File: src/rtl/seq_mult.sv
// Iterative shift-add multiplier for MULT/MULTU, retiring BITS_PER_CYCLE multiplier bits per clock.
// Signed operands are reduced to magnitudes on accept; the sign is reapplied when z is written.
module seq_mult #(
  parameter int unsigned WIDTH          = 32,
  parameter int unsigned BITS_PER_CYCLE = 1
) (
  input  logic                 clk,
  input  logic                 reset,
  input  logic                 start,
  input  logic                 is_signed,
  input  logic [WIDTH-1:0]     a,
  input  logic [WIDTH-1:0]     b,
  output logic                 busy,
  output logic                 done,
  output logic [2*WIDTH-1:0]   z
);

  localparam int unsigned N    = WIDTH / BITS_PER_CYCLE;
  localparam int unsigned CntW = $clog2(N + 1);
  localparam int unsigned AccW = 2 * WIDTH + BITS_PER_CYCLE;

  typedef enum logic [1:0] {
    StIdle,
    StBusy,
    StDone
  } state_e;

  state_e              state_q, state_d;
  logic [AccW-1:0]     acc_q, acc_d;
  logic [WIDTH-1:0]    mcand_q, mcand_d;
  logic [WIDTH-1:0]    mplier_q, mplier_d;
  logic [CntW-1:0]     cnt_q, cnt_d;
  logic                neg_q, neg_d;
  logic [2*WIDTH-1:0]  z_q, z_d;

  logic                load;
  logic [WIDTH-1:0]    a_mag, b_mag;
  logic [AccW-1:0]     partial;
  logic [AccW-1:0]     acc_sum;
  logic [AccW-1:0]     acc_shift;
  logic [2*WIDTH-1:0]  prod;

  // The most-negative value negates to itself, which is exactly 2^(WIDTH-1) read as unsigned.
  assign a_mag = (is_signed && a[WIDTH-1]) ? -a : a;
  assign b_mag = (is_signed && b[WIDTH-1]) ? -b : b;

  // Partial products enter at bit WIDTH; after N right shifts digit i lands at i*BITS_PER_CYCLE.
  always_comb begin
    partial = '0;
    for (int i = 0; i < int'(BITS_PER_CYCLE); i++) begin
      if (mplier_q[i]) begin
        partial = partial + ({{(AccW - WIDTH){1'b0}}, mcand_q} << (WIDTH + i));
      end
    end
  end

  assign acc_sum   = acc_q + partial;
  assign acc_shift = acc_sum >> BITS_PER_CYCLE;
  assign prod      = acc_shift[2*WIDTH-1:0];

  always_comb begin
    state_d  = state_q;
    acc_d    = acc_q;
    mcand_d  = mcand_q;
    mplier_d = mplier_q;
    cnt_d    = cnt_q;
    neg_d    = neg_q;
    z_d      = z_q;
    load     = 1'b0;

    unique case (state_q)
      StIdle: begin
        if (start) begin
          load = 1'b1;
        end
      end
      StBusy: begin
        acc_d    = acc_shift;
        mplier_d = mplier_q >> BITS_PER_CYCLE;
        cnt_d    = cnt_q - CntW'(1);
        if (cnt_q == CntW'(1)) begin
          z_d     = neg_q ? -prod : prod;
          state_d = StDone;
        end
      end
      StDone: begin
        if (start) begin
          load = 1'b1;
        end else begin
          state_d = StIdle;
        end
      end
      default: begin
        state_d = StIdle;
      end
    endcase

    if (load) begin
      acc_d    = '0;
      mcand_d  = a_mag;
      mplier_d = b_mag;
      cnt_d    = CntW'(N);
      neg_d    = is_signed & (a[WIDTH-1] ^ b[WIDTH-1]);
      state_d  = StBusy;
    end
  end

  always_ff @(posedge clk) begin
    if (reset) begin
      state_q  <= StIdle;
      acc_q    <= '0;
      mcand_q  <= '0;
      mplier_q <= '0;
      cnt_q    <= '0;
      neg_q    <= 1'b0;
      z_q      <= '0;
    end else begin
      state_q  <= state_d;
      acc_q    <= acc_d;
      mcand_q  <= mcand_d;
      mplier_q <= mplier_d;
      cnt_q    <= cnt_d;
      neg_q    <= neg_d;
      z_q      <= z_d;
    end
  end

  assign busy = (state_q == StBusy);
  assign done = (state_q == StDone);
  assign z    = z_q;

endmodule
File: config.mk
export PLATFORM = sky130hd
export DESIGN_NAME = seq_mult
export DESIGN_NICKNAME = d
export VERILOG_FILES = /design/src/rtl/seq_mult.sv
export SDC_FILE = /design/constraint.sdc
export NUM_CORES = 1
export LEC_CHECK = 0
export CORE_MARGIN = 5
export CORE_UTILIZATION = 49
export CTS_CLUSTER_DIAMETER = 60
export DETAILED_ROUTE_END_ITERATION = 10
export HOLD_SLACK_MARGIN = 0.03
export PLACE_DENSITY = 0.78
export SYNTH_ARGS = -nofsm -noshare
export SYNTH_HDL_FRONTEND = slang
export SYNTH_SLANG_ARGS = --single-unit
export TNS_END_PERCENT = 5
File: constraint.sdc
create_clock -name clk -period 5.8 [get_ports clk]
set_input_delay 1.16 -clock clk [delete_from_list [all_inputs] [get_ports clk]]
set_output_delay 1.16 -clock clk [all_outputs]
set_load 0.02 [all_outputs]
# Word-level counts from Yosys, hierarchy flattened

Index checks and enable logic that the tools add are counted.

Add/sub/neg operators: 5
Equal/unequal tests: 8
Muxes and demuxes: 14
Bitwise operators: 3
Reductions and logical operators: 9

Operators by type and width:

| cell                  | number |
|---|---|
| $mux W32              | 4 |
| $mux W64              | 2 |
| $add A64 B64 Y65      | 1 |
| $neg A32 Y32          | 2 |
| $neg A64 Y64          | 1 |
| $mux W6               | 2 |
| $eq A6 B1 Y1 const B  | 1 |
| $pmux W2 S3           | 1 |
| $reduce_and A3 Y1     | 2 |
| $sub A6 B1 Y6 const B | 1 |
| $mux W2               | 2 |
| $ne A2 B2 Y1 const B  | 2 |
| $reduce_or A2 Y1      | 2 |
| $mux W1               | 3 |
| $ne A3 B1 Y1 const B  | 1 |
| $ne A3 B2 Y1 const B  | 1 |
| $eq A2 B1 Y1 const B  | 1 |
| $eq A2 B2 Y1 const B  | 1 |
| $logic_and A1 B1 Y1   | 2 |
| $logic_not A2 Y1      | 1 |
| $ne A2 B1 Y1 const B  | 1 |
| $reduce_and A2 Y1     | 1 |
| $reduce_bool A2 Y1    | 1 |
| $and A1 B1 Y1         | 1 |
| 2 further kinds       | 2 |

Register bits: 201
Input bits: 68
Logic and storage cells: 48

# Longest topological paths before layout

Gate-level depths: netlist of the first run.

Depth after elaboration: 5
Gate-level depth with buffers: 16
Depth with buffers taken out: 14

# Worst setup path before layout of the first run

OpenSTA, ideal clock, no wires.

Path kind: reg2reg
Start: register mplier_q[0]
End: register z_q[61], in the netlist z[61]
Library setup time: 75 ps
Arrival time: 3971 ps
Path slack: 1754 ps
Stages on the path, launching flop included: 17
Buffers on the path: 2
Clock period less this slack: 4046 ps
Path through: dfxtp_1 clkbuf_1 and2_1 ha_1 inv_1 fa_1 nor2b_1 o31a_1 o21ai_0 o31ai_1 xor2_1 or2_2 clkbuf_1 or4_4 nand2b_4 or3_1 a31oi_1

Cells in the longest elaborated chain, start to end: 4

RTL lines:

| element                | line | RTL |
|---|---|---|
| start, declared        | 31   | `logic [WIDTH-1:0] mplier_q, mplier_d;` |
| start signal, assigned | 121  | `mplier_q <= mplier_d;` |
| $mux W64 *             | 51   | `if (mplier_q[i]) begin` |
| $add A64 B64 Y65 *     | 57   | `assign acc_sum = acc_q + partial;` |
| $neg A64 Y64           | 82   | `z_d = neg_q ? -prod : prod;` |
| $mux W64 *             | 82   |  |
| end signal, assigned   | 124  | `z_q <= z_d;` |
| end, declared          | 34   | `logic [2*WIDTH-1:0] z_q, z_d;` |

Every way passes the cells marked *; elsewhere a longest branch is shown, timed or not.
A chain may end at the register's enable or synchronous reset.

# Worst setup path in the final report of the first run

Start: register mplier_q[0]
End: register z_q[63], in the netlist z[63]

The elaborated chain is that of the path after synthesis.

==> impl_metrics.tcl, run 1 <==
set metrics [dict create \
    status "completed" \
    clock_skew_ps 18.2 \
    setup_violations 0 \
    cpPeakStageDelay_ps 890 \
    fp.dieW_um 168 \
    crit_chain "and2_1 > ha_1 > inv_1 > fa_1 > nor2b_1 > o31a_1 > o21ai_0 > o31ai_1 > xor2_1 > or2_2 > or4_4 > nor4b_2 > mux2i_1 > nand3_1" \
    reg2reg_from "mplier_q[0]$_SDFFE_PP0P_" \
    clk_path_buf_depth 2 \
    maxCapViolCount 0 \
    rsz0062_at_grt "false" \
    clock_sink_count 200 \
    cts_resized 0 \
    synth_area_mm2 0.0122 \
    ys_async_sr_fraction_pct 0 \
    min_period_ps 4800 \
    yosys.area.top_type_share_pct 32.9 \
    dp_hpwl_um 23400 \
    leakagePower_nw 5.17 \
    p_per_area_mw_per_mm2 234 \
    n_fill_cell 2294 \
    grt_pass1_wl_um 52800 \
    crit_path_max_fanout 33 \
    vias 11700 \
    startpoint "mplier_q[0]$_SDFFE_PP0P_" \
    synth_warnings 0 \
    syn_avg_cell_area_um2 7.61 \
    r2r_slack_ps 1000 \
    max_freq_mhz 209 \
    place_congestion 0.921 \
    gr-total-overflow 0 \
    synth_edf_count 0 \
    relSlewSlack_pct 32.5 \
    htree_levels 4 \
    ys_seq_elements 200 \
    die_y_um 168 \
    antenna_found_initial 0 \
    grt_pass1_vias 10700 \
    r2r-end "z[63]$_SDFFE_PP0P_" \
    crit_family "simple AND/OR/NAND/NOR gates" \
    synth_seq_area_share_pct 32.9 \
    cts_hold_buf 0 \
    reg2reg_depth 14 \
    drt-vias-per-instance 5.85 \
    start_kind "register" \
    clk_latency_ps 450 \
    cp_slowest_cell "dfxtp_1" \
    pre_cts_slack_ps 1070 \
    worstSetupEndpoint "z[63]$_SDFFE_PP0P_" \
    ioPinCount 134 \
    crit_buf_inv 1 \
    area_delta_synth_final_pct 17.2 \
    cts_setup_buffers 0 \
    worstPathRequired_ps 6130 \
    diodes 0 \
    final.setup.worst_slack_ps 1000 \
    coreArea_mm2 0.0244 \
    hp-class "register to register" \
    cts_tree "built" \
    synth_nets 1706 \
    path_depth 14 \
    synth.most_common_cell "nand2_1" \
    timing.final.crit_share_pct 82.7 \
    ir_drop_mv 0.184 \
    drt-initial-drc-count 748 \
    final-max-slew-violation-count 0 \
    rows 57 \
    synthTopCellsByCount "nand2_1, dfxtp_1, nor2_1, a21oi_1, clkbuf_1" \
    drc 0 \
    wl_um 32000 \
    grt_max_degree 111 \
    path_clk_slew_ps 80 \
    postRouteAntennaNets 0 \
    drive_gt1_share_pct 5.01 \
    setup_tns_ps 0 \
    worstMarginPinSlew_ps 1010 \
    crit_path_end_kind "register" \
    final_core_util_pct 58.6 \
    drtPass1Iterations 5 \
    start_util_pct 49.9 \
    totalPowerFinal_mw 3.34 \
    hold_violations 0 \
    wire_per_inst_um 16.0 \
    root_buffer "clkbuf_16" \
    ys_top_cells_by_area "dfxtp_1, nand2_1, nor2_1, xor2_1, a211oi_1" \
    die-area_mm2 0.0281 \
    yosysTopAreaCell "dfxtp_1" \
    syn_inst 1600 \
    synth_ff_type "dfxtp_1" \
    crit_type "register to register" \
    port-buffer-count 133 \
    layout.nets 1768 \
    ys_types 79 \
    crit_arrival_ps 5130 \
    grt.total_usage_pct 22.0 \
    numCtsBuffers 17 \
]
cells by family after synthesis:
family,after synthesis,share of synthesized area (%)
and+or+nand+nor,674,25.9
AOI/OAI and AO/OA,428,23.7
DFF,200,32.9
buffers and inverters,129,4.01
xor gates and xnor gates,125,8.99
adders and majority gates,38,3.97
muxes,6,0.503
placed cells by master (no fill, tap or decap), types with 4 or more instances in the layout:
cell and count:
nor3_1 28, ha_1 37, nand3b_1 7, o41ai_1 8, nand3_1 19, a21o_1 8
a211o_1 4, mux2i_1 5, a22oi_1 4, and4_1 4, inv_8 5, o31ai_1 25
nand2_1 261, nor2_1 189, nand2b_1 6, clkinv_8 6, or4_4 4, nor2b_1 8
o21ai_0 66, or2_2 6, and2_1 44, a211oi_1 84, and3_1 5, o211ai_1 8
a31oi_1 12, dfxtp_1 199, a311oi_1 40, or4_1 8, clkbuf_16 17, xor2_1 79
or3_1 22, clkdlybuf4s50_1 132, nand4_1 16, a21oi_1 125, nand4b_1 5, inv_1 27
xnor2_1 46, buf_4 12, nor4_1 25
through the flow:
stage | std cells | area (um^2) | hold slack, ps
after floorplan | 1600 | 12200 | 427
after detailed placement | 1967 | 13600 | 444
after CTS | 1999 | 14300 | 461
after global routing | 1999 | 14300 | 484
after global placement | 1967 | 13600 | 437
final | 1999 | 14300 | 459
worst reg2reg max path: cells and delay by family, from the launching register on:
kind                       cells  cell delay [ps]
and+or+nand+nor                6             1930
DFF                            1              890
AOI/OAI and AO/OA              3              780
adders and majority gates      2              600
muxes                          1              240
xor gates and xnor gates       1              160
buffers and inverters          1               70
area by class of cell:
class / instances / area, um^2 / share of cell area, %
timing repair buffer: 144 / 1410 / 9.88
sequential: 200 / 4010 / 28.0
clock inverter: 15 / 218 / 1.52
inverter: 28 / 105 / 0.736
multi-input combinational: 1271 / 7710 / 54.0
clock buffer: 17 / 425 / 2.98
tap: 324 / 405 / 2.84
how the worst min path moves through the flow:
stage,to,slack [ps],from,depth (start not counted)
floorplan,mcand_q[21]$_SDFFE_PP0P_,430,mcand_q[21]$_SDFFE_PP0P_,2
global route,acc_q[40]$_SDFFE_PP0P_,480,acc_q[40]$_SDFFE_PP0P_,2
CTS,neg_q$_SDFFE_PP0P_,460,neg_q$_SDFFE_PP0P_,2
global placement,neg_q$_SDFFE_PP0P_,440,neg_q$_SDFFE_PP0P_,2
finish,neg_q$_SDFFE_PP0P_,460,neg_q$_SDFFE_PP0P_,2
detailed placement,neg_q$_SDFFE_PP0P_,440,neg_q$_SDFFE_PP0P_,2
sequential cells by signal, summed over array words and instances, names as in the netlist:
register and count:
z 64, acc_q 63, mcand_q 32, mplier_q 32
cnt_q 6, state_q 2, neg_q 1
where the power goes:
part,switching (mW),leakage (nW),internal (mW),total (mW)
clock network,0.626,0.311,0.637,1.26
registers,0.0428,1.63,1.43,1.48
logic,0.362,3.23,0.234,0.595
total,1.03,5.17,2.30,3.34
metal layers:
metal | track usage, % | part of all wire [%] | wire, um | vias to the layer above
met1 | 32.0 | 49 | 15700 | 5411
met2 | 34.5 | 43 | 13900 | 373
li1 | - | - | - | 5866
met3 | 3.09 | 6.0 | 1930 | 36
met4 | 5.43 | 1.3 | 432 | 0
met5 | 0 | 0 | 0 | -
No activity file was read; power rests on OpenSTA's default activity.
==> run 2, diff against run 1 <==
==> constraint.sdc (replaced) <==
create_clock -name clk -period 4.7 [get_ports clk]
set_input_delay 0.94 -clock clk [delete_from_list [all_inputs] [get_ports clk]]
set_output_delay 0.94 -clock clk [all_outputs]
set_load 0.02 [all_outputs]
==> run 2 against run 1 <==
Net effect: sequential share of layout area shrank 0.13 points; total power grew 23%; clock-buffer cell count grew 2; fmax grew 10%; non-clock buffer count grew 10; combinational power grew 24%; sequential power grew 24%; global-route usage grew 0.50 points; final cell count grew 0.50%; final area grew 0.49%; core utilization grew 0.29 points; critical path depth is the same; largest power group unchanged; highest routed layer unchanged.
==> impl_metrics.tcl, run 2 (same netlist as run 1, synthesis figures left out) <==
set metrics [dict create \
    drive_gt1_share_pct 5.64 \
    die_y_um 168 \
    grt.total_usage_pct 22.5 \
    rsz0062_at_grt "false" \
    final_cell_area_mm2 0.0144 \
    layout.nets 1778 \
    coreArea_mm2 0.0244 \
    met3_usage_pct 3.14 \
    setup_violations 0 \
    start_kind "register" \
    setup_tns_ps 0 \
    drt-initial-drc-count 851 \
    drc 0 \
    reg2reg_from "mplier_q[0]$_SDFFE_PP0P_" \
    grt_busiest_layer "met2" \
    cp_slowest_cell "or4_4" \
    die-area_mm2 0.0281 \
    max_freq_mhz 230 \
    gr-total-overflow 0 \
    start_util_pct 49.9 \
    hp-class "register to register" \
    final_cell_mix "nand2_1, dfxtp_1, nor2_1" \
    port-buffer-count 133 \
    hold_violations 0 \
    placed_area_mm2 0.0137 \
    root_buffer "clkbuf_16" \
    drt-vias-per-instance 5.78 \
    met2_usage_pct 35.5 \
    met1_usage_pct 32.3 \
    hold_depth 2 \
    place_congestion 0.924 \
    relSlewSlack_pct 25.2 \
    rows 57 \
    leakagePower_nw 5.22 \
    final-max-slew-violation-count 0 \
    area_delta_synth_final_pct 17.8 \
    reg2reg_depth 14 \
    largest_reg_flops 64 \
    wl_um 32200 \
    final.setup.worst_slack_ps 353 \
    min_period_ps 4350 \
    path_clk_slew_ps 80 \
    grt_pass1_vias 10900 \
    wire_per_inst_um 16.0 \
    clock_sink_count 200 \
    clk_latency_ps 440 \
    fp.dieW_um 168 \
    pre_cts_slack_ps 308 \
    crit_chain "and2_1 > ha_1 > inv_1 > fa_1 > nor2b_1 > o31a_1 > o21ai_0 > o31ai_1 > xor2_1 > or2_2 > or4_4 > nand2b_4 > or3_1 > a31oi_1" \
    drtPass1Iterations 5 \
    multi_input_area_mm2 0.00771 \
    crit_arrival_ps 4700 \
    p_per_area_mw_per_mm2 286 \
    antenna_found_initial 0 \
    cts_tree "built" \
    ioPinCount 134 \
    n_fill_cell 2233 \
    worst_hold_startpoint "mcand_q[26]$_SDFFE_PP0P_" \
    maxCapViolCount 0 \
    diodes 0 \
    timing.final.crit_share_pct 92.5 \
    htree_levels 4 \
    status "completed" \
    postRouteAntennaNets 0 \
    clk_path_buf_depth 2 \
    grt_pass1_wl_um 54000 \
    numCtsBuffers 17 \
    worstMarginPinSlew_ps 1120 \
    startpoint "mplier_q[0]$_SDFFE_PP0P_" \
    worstPathRequired_ps 5060 \
    grt_max_degree 94 \
    cpPeakStageDelay_ps 590 \
    crit_path_max_fanout 17 \
    dp_hpwl_um 23800 \
    crit_type "register to register" \
    ir_drop_mv 0.238 \
    clock_skew_ps 15.6 \
    final-seq-area_mm2 0.00401 \
    cts_hold_buf 0 \
    vias 11600 \
    final_common_cell "nand2_1" \
    crit_path_end_kind "register" \
]
[run 2: power by group]
group,total (mW),internal (mW),switching (mW)
Combinational,0.740,0.297,0.443
Clock,1.54,0.800,0.742
Sequential,1.83,1.77,0.0560
Total,4.11,2.87,1.24
[run 2: final cells by class]
| class | instances | area share (%) |
|---|---|---|
| repair buffers | 154 | 10.4 |
| clock buffers | 19 | 3.16 |
| clock inverters | 13 | 1.19 |
| inverters | 28 | 0.732 |
| well taps | 324 | 2.82 |
| multi-input cells | 1271 | 53.7 |
| flip-flops and latches | 200 | 27.9 |
[run 2: final timing paths]
kind	end	slack, ps
worst min-delay path	mcand_q[26]$_SDFFE_PP0P_	460
worst max register to register	z[61]$_SDFFE_PP0P_	350
worst max-delay path	z[61]$_SDFFE_PP0P_	350
worst min register to register	mcand_q[26]$_SDFFE_PP0P_	460
[run 2: critical path, delay by kind of cell (launching register included)]
kind	cells	cell delay, ps
compound gates	4	960
buf+inv	1	70
xor+xnor	1	170
flops	1	490
fa+ha+maj	2	620
simple gates	6	1950
[run 2: layer usage]
layer  vias up  share of wire (%)
li1       5873                  -
met1      5337                 49
met2       364                 44
met5         -                  0
met4         0                1.6
met3        38                6.2
[run 2: per-stage QoR]
| stage | util [%] | power [mW] | std cells | hold slack, ps |
|---|---|---|---|---|
| finish | 58.8 | 4.11 | 2009 | 459 |
| CTS | 58.8 | 4.13 | 2009 | 459 |
| global route | 58.8 | 4.29 | 2009 | 481 |
| detailed placement | 56.3 | 2.60 | 1977 | 448 |
| floorplan | - | 2.35 | 1600 | 427 |
| global placement | 56.3 | 2.58 | 1977 | 442 |
[run 2: repair_timing]
item | in CTS | in global routing
gates resized for setup | 0 | 1
endpoints found under the setup margin | 0 | 4
buffers inserted | 0 | 0
